**src/rtl/segment_tx.sv**
```systemverilog
// Skin-chroma segmenter: scans one IMAGE_WIDTH x IMAGE_HEIGHT frame of Cb/Cr pixels
// and emits a one-bit hand mask per pixel with coordinates and frame markers.
`timescale 1ns/1ps
module segment_tx #(
  parameter int         IMAGE_WIDTH  = 160,
  parameter int         IMAGE_HEIGHT = 120,
  parameter int         HBLANK       = 4,
  parameter logic [7:0] CB_MIN       = 8'd77,
  parameter logic [7:0] CB_MAX       = 8'd127,
  parameter logic [7:0] CR_MIN       = 8'd133,
  parameter logic [7:0] CR_MAX       = 8'd173
) (
  input  logic       clk,
  input  logic       rst,
  input  logic       start,
  input  logic       pix_valid,
  input  logic [7:0] pix_cb,
  input  logic [7:0] pix_cr,
  output logic       pix_ready,
  output logic       object_image,
  output logic       obj_valid,
  output logic       sof,
  output logic       eol,
  output logic       eof,
  output logic [7:0] row_count,
  output logic [7:0] col_count,
  output logic       busy,
  output logic       done
);

  localparam int         DATA_W     = 8;
  localparam logic [7:0] LAST_COL   = 8'(IMAGE_WIDTH - 1);
  localparam logic [7:0] LAST_ROW   = 8'(IMAGE_HEIGHT - 1);
  localparam logic [7:0] LAST_BLANK = 8'(HBLANK - 1);

  typedef enum logic [1:0] {
    S_IDLE,
    S_ACTIVE,
    S_HBLANK,
    S_DONE
  } state_t;

  state_t     state, state_nxt;
  logic [7:0] row_cnt, row_nxt;
  logic [7:0] col_cnt, col_nxt;
  logic [7:0] blank_cnt, blank_nxt;
  logic       accept;

  logic       vld_p1;
  logic       img_p1;
  logic       sof_p1;
  logic       eol_p1;
  logic       eof_p1;
  logic [7:0] row_p1;
  logic [7:0] col_p1;

  function automatic logic in_window(input logic [DATA_W-1:0] cb,
                                     input logic [DATA_W-1:0] cr);
    return (cb >= CB_MIN) && (cb <= CB_MAX) && (cr >= CR_MIN) && (cr <= CR_MAX);
  endfunction

  assign accept = pix_valid && pix_ready;

  always_ff @(posedge clk) begin
    if (rst) begin
      state     <= S_IDLE;
      row_cnt   <= '0;
      col_cnt   <= '0;
      blank_cnt <= '0;
    end else begin
      state     <= state_nxt;
      row_cnt   <= row_nxt;
      col_cnt   <= col_nxt;
      blank_cnt <= blank_nxt;
    end
  end

  always_comb begin
    state_nxt = state;
    row_nxt   = row_cnt;
    col_nxt   = col_cnt;
    blank_nxt = blank_cnt;
    pix_ready = 1'b0;
    busy      = 1'b1;
    done      = 1'b0;
    case (state)
      S_IDLE: begin
        busy = 1'b0;
        if (start) begin
          state_nxt = S_ACTIVE;
          row_nxt   = '0;
          col_nxt   = '0;
        end
      end
      S_ACTIVE: begin
        pix_ready = 1'b1;
        if (pix_valid) begin
          if (col_cnt == LAST_COL) begin
            col_nxt = '0;
            if (row_cnt != LAST_ROW) begin
              row_nxt = row_cnt + 8'd1;
              // With no blanking the next row follows back-to-back.
              if (HBLANK > 0) begin
                state_nxt = S_HBLANK;
                blank_nxt = '0;
              end
            end else begin
              state_nxt = S_DONE;
            end
          end else begin
            col_nxt = col_cnt + 8'd1;
          end
        end
      end
      S_HBLANK: begin
        if (blank_cnt == LAST_BLANK) begin
          state_nxt = S_ACTIVE;
        end else begin
          blank_nxt = blank_cnt + 8'd1;
        end
      end
      S_DONE: begin
        done      = 1'b1;
        state_nxt = S_IDLE;
      end
      default: state_nxt = S_IDLE;
    endcase
  end

  // Stage p1: classification and markers registered one cycle after accept.
  always_ff @(posedge clk) begin
    if (rst) begin
      vld_p1 <= 1'b0;
      img_p1 <= 1'b0;
      sof_p1 <= 1'b0;
      eol_p1 <= 1'b0;
      eof_p1 <= 1'b0;
      row_p1 <= '0;
      col_p1 <= '0;
    end else begin
      vld_p1 <= accept;
      if (accept) begin
        img_p1 <= in_window(pix_cb, pix_cr);
        sof_p1 <= (row_cnt == 8'd0) && (col_cnt == 8'd0);
        eol_p1 <= (col_cnt == LAST_COL);
        eof_p1 <= (col_cnt == LAST_COL) && (row_cnt == LAST_ROW);
        row_p1 <= row_cnt;
        col_p1 <= col_cnt;
      end else begin
        img_p1 <= 1'b0;
        sof_p1 <= 1'b0;
        eol_p1 <= 1'b0;
        eof_p1 <= 1'b0;
      end
    end
  end

  assign obj_valid    = vld_p1;
  assign object_image = img_p1;
  assign sof          = sof_p1;
  assign eol          = eol_p1;
  assign eof          = eof_p1;
  assign row_count    = row_p1;
  assign col_count    = col_p1;

endmodule

```
**config.mk**
```make
export PLATFORM = sky130hd
export DESIGN_NAME = segment_tx
export DESIGN_NICKNAME = d
export VERILOG_FILES = /design/src/rtl/segment_tx.sv
export SDC_FILE = /design/constraint.sdc
export NUM_CORES = 1
export LEC_CHECK = 0
export CORE_ASPECT_RATIO = 1.75
export CORE_MARGIN = 1.5
export CORE_UTILIZATION = 35
export CTS_CLUSTER_SIZE = 12
export DETAILED_ROUTE_END_ITERATION = 16
export DONT_BUFFER_PORTS = 1
export GPL_TIMING_DRIVEN = 0
export RECOVER_POWER = 25
export SYNTH_ARGS = -nofsm -noshare
export SYNTH_HDL_FRONTEND = slang
export SYNTH_SLANG_ARGS = --single-unit
```
**constraint.sdc**
```tcl
create_clock -name clk -period 3.58 [get_ports clk]
set_clock_uncertainty 0.05 [all_clocks]
set_input_delay 0.537 -clock clk [delete_from_list [all_inputs] [get_ports clk]]
set_output_delay 0.537 -clock clk [all_outputs]
set_load 0.005 [all_outputs]
```
==> results.cfg <==
[critical_path]
ff2ff_setup_slack_ps = 1560
startpoint_type = register
crit_slowest_cell = clkbuf_1
rr_endpoint = blank_cnt[5]
reg2reg_from = blank_cnt[0]
crit_type = reg2out
crit_fanout = 10
path_cells = buf_2 > nor2b_1 > clkbuf_1
worstPathArrival_ps = 1440
cp_top_family = buffers and inverters
max_stage_delay_ps = 460
worstRegToRegCells = 5
worst_setup_path_end_kind = output pin
required_ps = 2990
critPathBufInv = 2

[clock_tree]
numCtsBuffers = 5
cts.sinks = 47
post-cts-setup-buffers = 0
clkTransAtPathRegs_ps = 90
cts_resized = 0
cts_tree = yes
cts-root-buf = clkbuf_8
insertion_delay_ps = 310
cts_hold_buffers = 0
h-tree-depth = 2
cts_buffer_depth = 2

[die]
core_sq_um = 6280
pin_count = 44
die_y_microns = 110
start_util_pct = 36.6
dieArea_sq_um = 7080
fp-row-count = 38
chipWidth_microns = 64.2

[power_and_ir_drop]
p_total_mw = 1.05
power_leakage_nw = 0.807
peakVddDrop_mv = 0.181
power_density_nw_per_um2 = 414

[synth]
postSynthCellCount = 276
syn_area_sq_um = 2300
synth.top_cell.area_share_pct = 41.0
ys_types = 59
synthTopCellsByArea = dfxtp_1, nand2_1, a21oi_1
synth_top_area_cell = dfxtp_1
async_flop_share_pct = 0
ys_ff_latch = 47
yosysSeqAreaShare_pct = 41.0
synth_ff_type = dfxtp_1
yosysWarnings = 0
avgSynthCellArea_sq_um = 8.32
synth_edf_count = 0
synth_nets = 301

[drt]
vias = 2030
drtIter0Drc = 139
wl_per_cell_microns = 16.0
drt_pass1_iterations = 4
routed_wl_microns = 5810
viasPerCell = 5.58
drc = 0
drtAntennaViolNets = 0

[layout]
multi_input_area_sq_um = 1260
nNetsFinal = 308
regArea_sq_um = 941
final_cells = 364
final_area_sq_um = 2530
diodes = 0
area_growth_pct = 10.1
drive_gt1_share_pct = 9.15
finish.utilization_pct = 40.3
fillCellCount = 653

[sta]
tns_ps = 0
slew_headroom_pct = 58.5
finalHoldViolCount = 0
final-setup-viol-count = 0
worst_pin_slew_ps = 617
fin_crit_sh_pct = 56.5
rsz0062_at_grt = false
setup_ws_ps = 1560
fmax_mhz = 494
fin_hold_ws_ps = 257
period_needed_ps = 2020
slew_viol_final = 0

[global_route]
grt_first_pass_wirelength_microns = 9430
use_met1_pct = 17.8
met3_usage_pct = 3.76
antenna_found_initial = 0
grt_pass1_vias = 1949
grt_max_degree = 15
grt_usage_pct = 17.2
gr-usage-met2_pct = 32.0
grt_overflow = 0
top_usage_layer = met2

[placement]
gp_congestion = 0.809
place_ws_ps = 1400
place_area_sq_um = 2400
dpl.cell_count = 356
hpwl_microns = 4300
portBuffers = 0

[worst_hold_path]
hold_path_end = object_image
hold_class = in2reg
min_from = pix_cr[5]
worstHoldPathCells = 1

[status]
status = complete, no violations

[flow_run]
max-cap-violations = 0
report_power, final:
| group | internal [mW] | switching (mW) |
|---|---|---|
| clock | 0.279 | 0.183 |
| sequential | 0.525 | 0.00192 |
| combinational | 0.0170 | 0.0410 |
cells in the mapped netlist (2+ instances only):
| library cell | n |
|---|---|
| o31ai_1 | 3 |
| clkbuf_1 | 13 |
| and4_1 | 2 |
| nand4_1 | 2 |
| nand3b_1 | 3 |
| a311oi_1 | 5 |
| ha_1 | 5 |
| a22oi_1 | 2 |
| a21oi_1 | 27 |
| nor4_1 | 3 |
| a211oi_1 | 3 |
| a41oi_1 | 2 |
| or3_1 | 2 |
| nand2_1 | 46 |
| nand2b_1 | 4 |
| and3_1 | 2 |
| o32ai_1 | 2 |
| inv_1 | 8 |
| buf_2 | 3 |
| nor2_1 | 15 |
| o21ai_0 | 9 |
| a31oi_1 | 4 |
| nand3_1 | 13 |
| or2_2 | 2 |
| o211ai_1 | 3 |
| nor3_1 | 11 |
| dfxtp_1 | 47 |
| mux2i_1 | 2 |
| nand4b_1 | 2 |
| nor2b_1 | 2 |
cells by family (layout without fill, tap and decap cells):
| group | count (synthesis) | after routing | synth area share (%) |
|---|---|---|---|
| adder cells (fa/ha/maj) | 5 | 5 | 2.72 |
| flip-flops | 47 | 47 | 41.0 |
| AND/OR/NAND/NOR | 120 | 120 | 27.3 |
| multiplexers | 2 | 2 | 0.871 |
| XOR/XNOR | 2 | 2 | 0.763 |
| buffers and inverters | 25 | 33 | 4.30 |
| AO/OA/AOI/OAI | 75 | 75 | 23.1 |
final cells by class:
class	count	share of cell area (%)
plain buffers	17	2.72
clock buffers	6	2.87
clock inverters	2	2.37
inverters	8	1.19
multi-input cells	204	49.7
flip-flops and latches	47	37.2
well taps	80	3.96
layout by cell type (no fill, tap or decap), types with 4 or more instances in the layout:
| master | n |
|---|---|
| dfxtp_1 | 47 |
| nand2_1 | 46 |
| a21oi_1 | 27 |
| nor2_1 | 15 |
| clkbuf_1 | 14 |
| nand3_1 | 13 |
| nor3_1 | 11 |
| o21ai_0 | 9 |
| inv_1 | 8 |
| a311oi_1 | 5 |
| ha_1 | 5 |
| clkbuf_8 | 5 |
| nand2b_1 | 4 |
| a31oi_1 | 4 |
state kept, by name (all words and copies together) (netlist names):
| name | cells |
|---|---|
| col_cnt | 8 |
| blank_cnt | 8 |
| eof | 1 |
| eol | 1 |
| obj_valid | 1 |
| row_cnt | 8 |
| col_count | 8 |
| object_image | 1 |
| sof | 1 |
| row_count | 8 |
| state | 2 |
how the worst max path moves through the flow:
stage / from / endpoint / cells after the start
floorplan: rst / col_cnt[5] / 6
global placement: rst / col_cnt[5] / 6
detailed placement: rst / col_cnt[5] / 6
CTS: blank_cnt[0] / blank_cnt[4] / 5
global route: state[0] / pix_ready / 3
finish: state[0] / pix_ready / 3
layer usage:
layer  vias to the layer above  routed length [microns]
li1                       1012                        -
met1                       952                     2250
met2                        52                     3150
met3                        14                      250
met4                         0                      155
met5                         -                        0
worst reg2reg max path, stage by stage, from the launching register on:
cell and delay [ps]:
dfxtp_1 380, ha_1 220, or4b_4 510, o41ai_4 310, o21ai_2 180, a311oi_1 280
No activity file was read; power rests on OpenSTA's default activity.
